**config.mk**
```make
export PLATFORM = sky130hd
export DESIGN_NAME = pipe_hazard_ctrl_flat
export DESIGN_NICKNAME = d
export VERILOG_FILES = /design/src/rtl/pipe_hazard_ctrl_pkg.sv /design/src/rtl/pipe_hazard_ctrl_if.sv /design/src/rtl/pipe_hazard_ctrl_wdt.sv /design/src/rtl/pipe_hazard_ctrl.sv /design/src/flat_wrapper.sv
export SDC_FILE = /design/constraint.sdc
export NUM_CORES = 1
export LEC_CHECK = 0
export ABC_AREA = 1
export CORE_ASPECT_RATIO = 0.9
export CORE_MARGIN = 2
export CORE_UTILIZATION = 25
export DETAILED_ROUTE_END_ITERATION = 10
export PLACE_DENSITY = 0.67
export SKIP_CTS_REPAIR_TIMING = 1
export SLEW_MARGIN = 40
export SYNTH_ARGS = -nofsm -noshare
export SYNTH_HDL_FRONTEND = slang
export SYNTH_HIERARCHICAL = 1
export SYNTH_SLANG_ARGS = --single-unit
```
**constraint.sdc**
```tcl
create_clock -name clk -period 1.8 [get_ports clk]
set_clock_uncertainty 0.05 [all_clocks]
set_input_delay 0.36 -clock clk [delete_from_list [all_inputs] [get_ports clk]]
set_output_delay 0.36 -clock clk [all_outputs]
set_load 0.005 [all_outputs]
```
**src/rtl/pipe_hazard_ctrl_pkg.sv**
```systemverilog
// Shared types for the pipeline hazard controller: FSM encoding and load-use detect.
// Optional perf counters are enabled with PIPE_HAZARD_PERF_EN.
package pipe_hazard_ctrl_pkg;

  localparam int PHC_STATE_W = 2;

  typedef enum logic [PHC_STATE_W-1:0] {
    PHC_RUN     = 2'd0,
    PHC_FLUSH   = 2'd1,
    PHC_MD_WAIT = 2'd2
  } phc_state_e;

  // A load writing x0 can never create a dependency.
  function automatic logic lu_hit(
    input logic       is_load,
    input logic       wen,
    input logic [4:0] rd,
    input logic [4:0] rs1,
    input logic       rs1_used,
    input logic [4:0] rs2,
    input logic       rs2_used
  );
    return is_load & wen & (rd != 5'd0) &
           ((rs1_used & (rs1 == rd)) | (rs2_used & (rs2 == rd)));
  endfunction

endpackage

```
**src/rtl/pipe_hazard_ctrl_if.sv**
```systemverilog
// Decode/execute <-> hazard controller signal bundle.
// Perf counter outputs exist only when PIPE_HAZARD_PERF_EN is defined.
interface pipe_hazard_ctrl_if #(parameter int ADDR_W = 32);
  logic              jump_en_i;
  logic [ADDR_W-1:0] jump_addr_i;
  logic              ex_is_load_i;
  logic [4:0]        ex_rd_addr_i;
  logic              ex_reg_wen_i;
  logic [4:0]        id_rs1_addr_i;
  logic              id_rs1_used_i;
  logic [4:0]        id_rs2_addr_i;
  logic              id_rs2_used_i;
  logic              md_start_i;
  logic              md_done_i;

  logic              pc_hold_o;
  logic              jump_en_o;
  logic [ADDR_W-1:0] jump_addr_o;
  logic              if_id_hold_o;
  logic              if_id_flush_o;
  logic              id_ex_hold_o;
  logic              id_ex_flush_o;
  logic              md_timeout_o;
  logic [1:0]        state_o;
`ifdef PIPE_HAZARD_PERF_EN
  logic [31:0]       perf_lu_cnt_o;
  logic [31:0]       perf_flush_cnt_o;
  logic [31:0]       perf_md_cnt_o;
`endif

  modport master (
    output jump_en_i, jump_addr_i, ex_is_load_i, ex_rd_addr_i, ex_reg_wen_i,
           id_rs1_addr_i, id_rs1_used_i, id_rs2_addr_i, id_rs2_used_i,
           md_start_i, md_done_i,
    input  pc_hold_o, jump_en_o, jump_addr_o, if_id_hold_o, if_id_flush_o,
           id_ex_hold_o, id_ex_flush_o, md_timeout_o, state_o
`ifdef PIPE_HAZARD_PERF_EN
    , input perf_lu_cnt_o, perf_flush_cnt_o, perf_md_cnt_o
`endif
  );

  modport slave (
    input  jump_en_i, jump_addr_i, ex_is_load_i, ex_rd_addr_i, ex_reg_wen_i,
           id_rs1_addr_i, id_rs1_used_i, id_rs2_addr_i, id_rs2_used_i,
           md_start_i, md_done_i,
    output pc_hold_o, jump_en_o, jump_addr_o, if_id_hold_o, if_id_flush_o,
           id_ex_hold_o, id_ex_flush_o, md_timeout_o, state_o
`ifdef PIPE_HAZARD_PERF_EN
    , output perf_lu_cnt_o, perf_flush_cnt_o, perf_md_cnt_o
`endif
  );
endinterface

```
**src/rtl/pipe_hazard_ctrl_wdt.sv**
```systemverilog
// Mul/div watchdog: counts while enabled, expire asserts at LIMIT-1.
module pipe_hazard_wdt #(
  parameter int LIMIT = 64,
  parameter int W     = 8
) (
  input  logic clk,
  input  logic rst,
  input  logic clr,
  input  logic en,
  output logic expire
);
  logic [W-1:0] cnt;

  always_ff @(posedge clk or negedge rst) begin
    if (!rst)     cnt <= '0;
    else if (clr) cnt <= '0;
    else if (en)  cnt <= cnt + 1'b1;
  end

  assign expire = (cnt == W'(LIMIT - 1));
endmodule

```
**src/rtl/pipe_hazard_ctrl.sv**
```systemverilog
// Pipeline hazard controller: redirect flush, load-use bubble, mul/div freeze.
// Define PIPE_HAZARD_PERF_EN to add saturating perf counters.
module pipe_hazard_ctrl
  import pipe_hazard_ctrl_pkg::*;
#(
  parameter int ADDR_W       = 32,
  parameter int FLUSH_CYCLES = 1,
  parameter int MD_TIMEOUT   = 64
) (
  input  logic clk,
  input  logic rst,
  pipe_hazard_ctrl_if.slave bus
);
  localparam logic [2:0] FLUSH_LOAD = 3'(FLUSH_CYCLES - 1);

  phc_state_e  state, state_nxt;
  logic [2:0]  fcnt, fcnt_nxt;
  logic        lu, md_go, wdt_clr, wdt_en, wdt_exp;

  logic              pc_hold, jump_en, if_id_hold, if_id_flush;
  logic              id_ex_hold, id_ex_flush, md_timeout;
  logic [ADDR_W-1:0] jump_addr;

  assign lu = lu_hit(bus.ex_is_load_i, bus.ex_reg_wen_i, bus.ex_rd_addr_i,
                     bus.id_rs1_addr_i, bus.id_rs1_used_i,
                     bus.id_rs2_addr_i, bus.id_rs2_used_i);

  // mul/div only launches from RUN, and a jump in the same cycle wins
  assign md_go = (state == PHC_RUN) & ~bus.jump_en_i & bus.md_start_i;

  // Watchdog counts from the launch cycle so expire lines up with cycle MD_TIMEOUT-1
  assign wdt_en  = md_go | (state == PHC_MD_WAIT);
  assign wdt_clr = (state == PHC_MD_WAIT) ? (bus.md_done_i | wdt_exp) : ~md_go;

  pipe_hazard_wdt #(.LIMIT(MD_TIMEOUT), .W(8)) u_wdt (
    .clk    (clk),
    .rst    (rst),
    .clr    (wdt_clr),
    .en     (wdt_en),
    .expire (wdt_exp)
  );

  always_ff @(posedge clk or negedge rst) begin
    if (!rst) begin
      state <= PHC_RUN;
      fcnt  <= '0;
    end else begin
      state <= state_nxt;
      fcnt  <= fcnt_nxt;
    end
  end

  always_comb begin
    state_nxt = state;
    fcnt_nxt  = fcnt;
    case (state)
      PHC_RUN: begin
        if (bus.jump_en_i) begin
          state_nxt = (FLUSH_CYCLES > 1) ? PHC_FLUSH : PHC_RUN;
          fcnt_nxt  = FLUSH_LOAD;
        end else if (bus.md_start_i) begin
          state_nxt = PHC_MD_WAIT;
        end
      end
      PHC_FLUSH: begin
        if (bus.jump_en_i) begin
          fcnt_nxt = FLUSH_LOAD;
        end else begin
          fcnt_nxt = fcnt - 3'd1;
          if (fcnt == 3'd1) state_nxt = PHC_RUN;
        end
      end
      PHC_MD_WAIT: begin
        if (bus.md_done_i | wdt_exp) state_nxt = PHC_RUN;
      end
      default: state_nxt = PHC_RUN;
    endcase
  end

  // Outputs are forced low while reset is held, independent of the inputs
  always_comb begin
    pc_hold     = 1'b0;
    jump_en     = 1'b0;
    jump_addr   = '0;
    if_id_hold  = 1'b0;
    if_id_flush = 1'b0;
    id_ex_hold  = 1'b0;
    id_ex_flush = 1'b0;
    md_timeout  = 1'b0;
    if (rst) begin
      case (state)
        PHC_RUN: begin
          if (bus.jump_en_i) begin
            jump_en     = 1'b1;
            jump_addr   = bus.jump_addr_i;
            if_id_flush = 1'b1;
            id_ex_flush = 1'b1;
          end else if (bus.md_start_i) begin
            pc_hold    = 1'b1;
            if_id_hold = 1'b1;
            id_ex_hold = 1'b1;
          end else if (lu) begin
            pc_hold     = 1'b1;
            if_id_hold  = 1'b1;
            id_ex_flush = 1'b1;
          end
        end
        PHC_FLUSH: begin
          if_id_flush = 1'b1;
          id_ex_flush = 1'b1;
          if (bus.jump_en_i) begin
            jump_en   = 1'b1;
            jump_addr = bus.jump_addr_i;
          end
        end
        PHC_MD_WAIT: begin
          if (!(bus.md_done_i | wdt_exp)) begin
            pc_hold    = 1'b1;
            if_id_hold = 1'b1;
            id_ex_hold = 1'b1;
          end
          md_timeout = wdt_exp & ~bus.md_done_i;
        end
        default: ;
      endcase
    end
  end

  assign bus.pc_hold_o     = pc_hold;
  assign bus.jump_en_o     = jump_en;
  assign bus.jump_addr_o   = jump_addr;
  assign bus.if_id_hold_o  = if_id_hold;
  assign bus.if_id_flush_o = if_id_flush;
  assign bus.id_ex_hold_o  = id_ex_hold;
  assign bus.id_ex_flush_o = id_ex_flush;
  assign bus.md_timeout_o  = md_timeout;
  assign bus.state_o       = state;

`ifdef PIPE_HAZARD_PERF_EN
  logic [31:0] lu_cnt, flush_cnt, md_cnt;
  logic        lu_bubble;

  assign lu_bubble = (state == PHC_RUN) & ~bus.jump_en_i & ~bus.md_start_i & lu;

  always_ff @(posedge clk or negedge rst) begin
    if (!rst) begin
      lu_cnt    <= '0;
      flush_cnt <= '0;
      md_cnt    <= '0;
    end else begin
      if (lu_bubble && lu_cnt != '1)                  lu_cnt    <= lu_cnt + 1'b1;
      if (jump_en && flush_cnt != '1)                 flush_cnt <= flush_cnt + 1'b1;
      if (state == PHC_MD_WAIT && md_cnt != '1)       md_cnt    <= md_cnt + 1'b1;
    end
  end

  assign bus.perf_lu_cnt_o    = lu_cnt;
  assign bus.perf_flush_cnt_o = flush_cnt;
  assign bus.perf_md_cnt_o    = md_cnt;
`endif

endmodule

```
**src/flat_wrapper.sv**
```systemverilog
// flat-port wrapper written by rule: the top's interface ports become plain ports
module pipe_hazard_ctrl_flat import pipe_hazard_ctrl_pkg::*;
#(
  parameter int ADDR_W       = 32,
  parameter int FLUSH_CYCLES = 1,
  parameter int MD_TIMEOUT   = 64
)
  (clk, rst, bus_jump_en_i, bus_jump_addr_i, bus_ex_is_load_i, bus_ex_rd_addr_i, bus_ex_reg_wen_i, bus_id_rs1_addr_i, bus_id_rs1_used_i, bus_id_rs2_addr_i, bus_id_rs2_used_i, bus_md_start_i, bus_md_done_i, bus_pc_hold_o, bus_jump_en_o, bus_jump_addr_o, bus_if_id_hold_o, bus_if_id_flush_o, bus_id_ex_hold_o, bus_id_ex_flush_o, bus_md_timeout_o, bus_state_o);
  pipe_hazard_ctrl_if #(.ADDR_W(ADDR_W)) bus_i ();
  input  logic clk;
  input  logic rst;
  input wire logic [$bits(bus_i.jump_en_i)-1:0] bus_jump_en_i;
  input wire logic [$bits(bus_i.jump_addr_i)-1:0] bus_jump_addr_i;
  input wire logic [$bits(bus_i.ex_is_load_i)-1:0] bus_ex_is_load_i;
  input wire logic [$bits(bus_i.ex_rd_addr_i)-1:0] bus_ex_rd_addr_i;
  input wire logic [$bits(bus_i.ex_reg_wen_i)-1:0] bus_ex_reg_wen_i;
  input wire logic [$bits(bus_i.id_rs1_addr_i)-1:0] bus_id_rs1_addr_i;
  input wire logic [$bits(bus_i.id_rs1_used_i)-1:0] bus_id_rs1_used_i;
  input wire logic [$bits(bus_i.id_rs2_addr_i)-1:0] bus_id_rs2_addr_i;
  input wire logic [$bits(bus_i.id_rs2_used_i)-1:0] bus_id_rs2_used_i;
  input wire logic [$bits(bus_i.md_start_i)-1:0] bus_md_start_i;
  input wire logic [$bits(bus_i.md_done_i)-1:0] bus_md_done_i;
  output wire logic [$bits(bus_i.pc_hold_o)-1:0] bus_pc_hold_o;
  output wire logic [$bits(bus_i.jump_en_o)-1:0] bus_jump_en_o;
  output wire logic [$bits(bus_i.jump_addr_o)-1:0] bus_jump_addr_o;
  output wire logic [$bits(bus_i.if_id_hold_o)-1:0] bus_if_id_hold_o;
  output wire logic [$bits(bus_i.if_id_flush_o)-1:0] bus_if_id_flush_o;
  output wire logic [$bits(bus_i.id_ex_hold_o)-1:0] bus_id_ex_hold_o;
  output wire logic [$bits(bus_i.id_ex_flush_o)-1:0] bus_id_ex_flush_o;
  output wire logic [$bits(bus_i.md_timeout_o)-1:0] bus_md_timeout_o;
  output wire logic [$bits(bus_i.state_o)-1:0] bus_state_o;
  assign bus_i.jump_en_i = bus_jump_en_i;
  assign bus_i.jump_addr_i = bus_jump_addr_i;
  assign bus_i.ex_is_load_i = bus_ex_is_load_i;
  assign bus_i.ex_rd_addr_i = bus_ex_rd_addr_i;
  assign bus_i.ex_reg_wen_i = bus_ex_reg_wen_i;
  assign bus_i.id_rs1_addr_i = bus_id_rs1_addr_i;
  assign bus_i.id_rs1_used_i = bus_id_rs1_used_i;
  assign bus_i.id_rs2_addr_i = bus_id_rs2_addr_i;
  assign bus_i.id_rs2_used_i = bus_id_rs2_used_i;
  assign bus_i.md_start_i = bus_md_start_i;
  assign bus_i.md_done_i = bus_md_done_i;
  assign bus_pc_hold_o = bus_i.pc_hold_o;
  assign bus_jump_en_o = bus_i.jump_en_o;
  assign bus_jump_addr_o = bus_i.jump_addr_o;
  assign bus_if_id_hold_o = bus_i.if_id_hold_o;
  assign bus_if_id_flush_o = bus_i.if_id_flush_o;
  assign bus_id_ex_hold_o = bus_i.id_ex_hold_o;
  assign bus_id_ex_flush_o = bus_i.id_ex_flush_o;
  assign bus_md_timeout_o = bus_i.md_timeout_o;
  assign bus_state_o = bus_i.state_o;
  pipe_hazard_ctrl #(.ADDR_W(ADDR_W), .FLUSH_CYCLES(FLUSH_CYCLES), .MD_TIMEOUT(MD_TIMEOUT)) u_core (.clk(clk), .rst(rst), .bus(bus_i));
endmodule
```
==> out/results.txt <==
Starting DRT DRC Count -> 49
Core ar. -> 4490 sq um
IO buf count -> 95
Diodes inserted -> 0
Rows -> 23
Fin crit period -> 2.12 ns
Synthesis Warnings -> 6
Layout cells sized above 1 -> 42.5%
DIE WIDTH -> 76.3 um
GRT overflow -> 0
Final ANT Viol Nets -> 0
Status -> finished with violations
Failing checks -> negative setup slack
CTS Root Cell -> clkbuf_8
Syn Nets -> 267
Worst vdd ir -> 0.355 mV
Seq/Total Area, Yosys -> 19.2%
Worst Setup End Kind -> output pin
Syn avg cell area -> 5.59 sq um
Die ar. -> 5260 sq um
Clock Path Buffers -> 2
Commonest non-fill, non-tap cell in the layout -> inv_1
DR WL/cell -> 12.3 um
Synth cell types -> 19
Worst EP required -> 1.39 ns
Clk sinks -> 9
PwrDens -> 473 nW/um^2
Initial antenna violation count -> 0
Total GRT Usage -> 15.4%
Setup Viol. Count Final -> 35
RSZ-0062 raised after global routing -> yes
Starting Density -> 26.2%
Crit start category -> flop
Tot Pwr -> 1.40 mW
Pre-Repair DR Iteration Count -> 4
Multi-input logic area -> 836 sq um
DP Worst Slack -> -0.642 ns
P_leak -> 1.80 nW
Placed inst area -> 2400 sq um
DR DRC count -> 0
Vias after detailed routing -> 1775
H-tree depth -> 1
Post-route cell area -> 2960 sq um
Die height -> 69.0 um
Detailed Route WL -> 5270 um
Cells on worst reg2reg path -> 12
Dpl hpwl -> 3460 um
Post-Syn Instances -> 210
CTS tree -> built
Fin worst setup slack -> -0.317 ns
Setup Crit Path Kind -> reg2out
Worst skew pair latency -> 0.24 ns
FF/Latch Area -> 225 sq um
Fmax -> 472 MHz
Worst hold path class -> in2async
Final Max Slew Viols -> 0
Final period util -> 118%
Vias in the first global route -> 1466
CTS Buf Count -> 3
Area growth from synthesis to layout -> 152%
Most frequent cells in the layout -> inv_1, nand2_1, clkdlybuf4s50_1, buf_4, nor2_4
Hold Fails Final Rpt -> 0
Largest net degree at the start of global routing -> 25
Post-synthesis register bit count -> 9
Vias per Instance -> 4.14
I/O Pins -> 97
FILL cells -> 374
Synthesized area -> 1170 sq um
Worst EP arrival -> 1.71 ns
Crit Path Max Fanout -> 2
Routability congestion estimate from global placement -> 0.805
MaxCap Viol Count -> 0
Clock-pin transition on the worst setup and hold timing paths -> 0.05 ns
Nets -> 425
Global-route wire length before repair -> 6710 um
metrics by stage:
step / util [%] / std cells / hold slack [ns] / TNS, ns
2_1_floorplan: - / 210 / 0.0144 / -0.00346
3_3_place_gp: 53.5 / 392 / 0.534 / -23.03
3_5_place_dp: 53.5 / 392 / 0.532 / -23.56
4_1_cts: 54.5 / 396 / 0.454 / -23.05
5_1_grt: 65.9 / 429 / 0.0887 / -7.99
6_report: 65.9 / 429 / 0.0786 / -4.70
final timing paths:
path | from | end | slack (ns)
min | rst | u_core/u_wdt/cnt[2]$_DFFE_PN0P_ | 0.08
max | u_core/u_wdt/cnt[1]$_DFFE_PN0P_ | bus_pc_hold_o | -0.32
max in group asynchronous | rst | u_core/u_wdt/cnt[7]$_DFFE_PN0P_ | 1.48
max reg2reg | u_core/u_wdt/cnt[1]$_DFFE_PN0P_ | u_core/u_wdt/cnt[3]$_DFFE_PN0P_ | 0.01
min reg2reg | u_core/u_wdt/cnt[7]$_DFFE_PN0P_ | u_core/u_wdt/cnt[7]$_DFFE_PN0P_ | 0.58
min in group clk | u_core/u_wdt/cnt[7]$_DFFE_PN0P_ | u_core/u_wdt/cnt[7]$_DFFE_PN0P_ | 0.58
critical path: stages (launching register included):
cell and delay, ns:
dfrtp_1 0.39, ha_4 0.17, nand2_4 0.05, inv_2 0.06
nand2_2 0.05, nor3_2 0.19, o21ai_1 0.09, nand2_2 0.08
nor2_2 0.04, buf_4 0.12, inv_2 0.05, nand2_2 0.06
buf_6 0.12
final cells by class:
| class | instances | share of cell area, % |
|---|---|---|
| well taps | 62 | 2.62 |
| clock buffers | 4 | 1.52 |
| inverters | 62 | 7.96 |
| flip-flops and latches | 9 | 7.62 |
| multi-input cells | 133 | 28.3 |
| repair buffers | 159 | 52.0 |
Yosys cell counts:
cell type   n  area (sq um)
inv_1      59           221
dfrtp_1     9           225
inv_2       3          11.3
nor2_4      4          45.0
nor2_2     27           169
nand3_1    13          65.1
nand2_4     1          11.3
conb_1      1          3.75
buf_4       3          22.5
nand4_1     2          12.5
buf_6       3          33.8
nand2_2     2          12.5
ha_1        1          12.5
nor3_2      1          10.0
nor2_1     23          86.3
nor3_1      5          25.0
a21oi_1     3          15.0
nand2_1    46           173
o21ai_0     4          20.0
routing by layer:
metal	track usage, %	up-vias	part of all wire [%]
met2	25.6	67	49
met3	3.53	6	5.5
met5	0	-	0
met4	4.65	0	1.1
li1	-	908	-
met1	19.9	794	44
registers in the layout, summed over array words and instances, names as in the netlist:
register and flops:
u_core/u_wdt/cnt 8, u_core/bus.state_o 1
cell families after synthesis:
kind of cell / Yosys count / share of synthesized area, %
buf+inv: 68 / 24.6
simple gates: 124 / 51.9
other cells: 1 / 0.319
flops: 9 / 19.2
fa+ha+maj: 1 / 1.06
compound gates: 7 / 2.98
power by group:
group | internal [mW] | total, mW | leakage (nW) | switching (mW)
Clock | 0.155 | 0.245 | 0.0228 | 0.0899
Combinational | 0.521 | 0.903 | 1.66 | 0.382
Sequential | 0.227 | 0.251 | 0.122 | 0.0234
(Power assumes the default switching activity.)
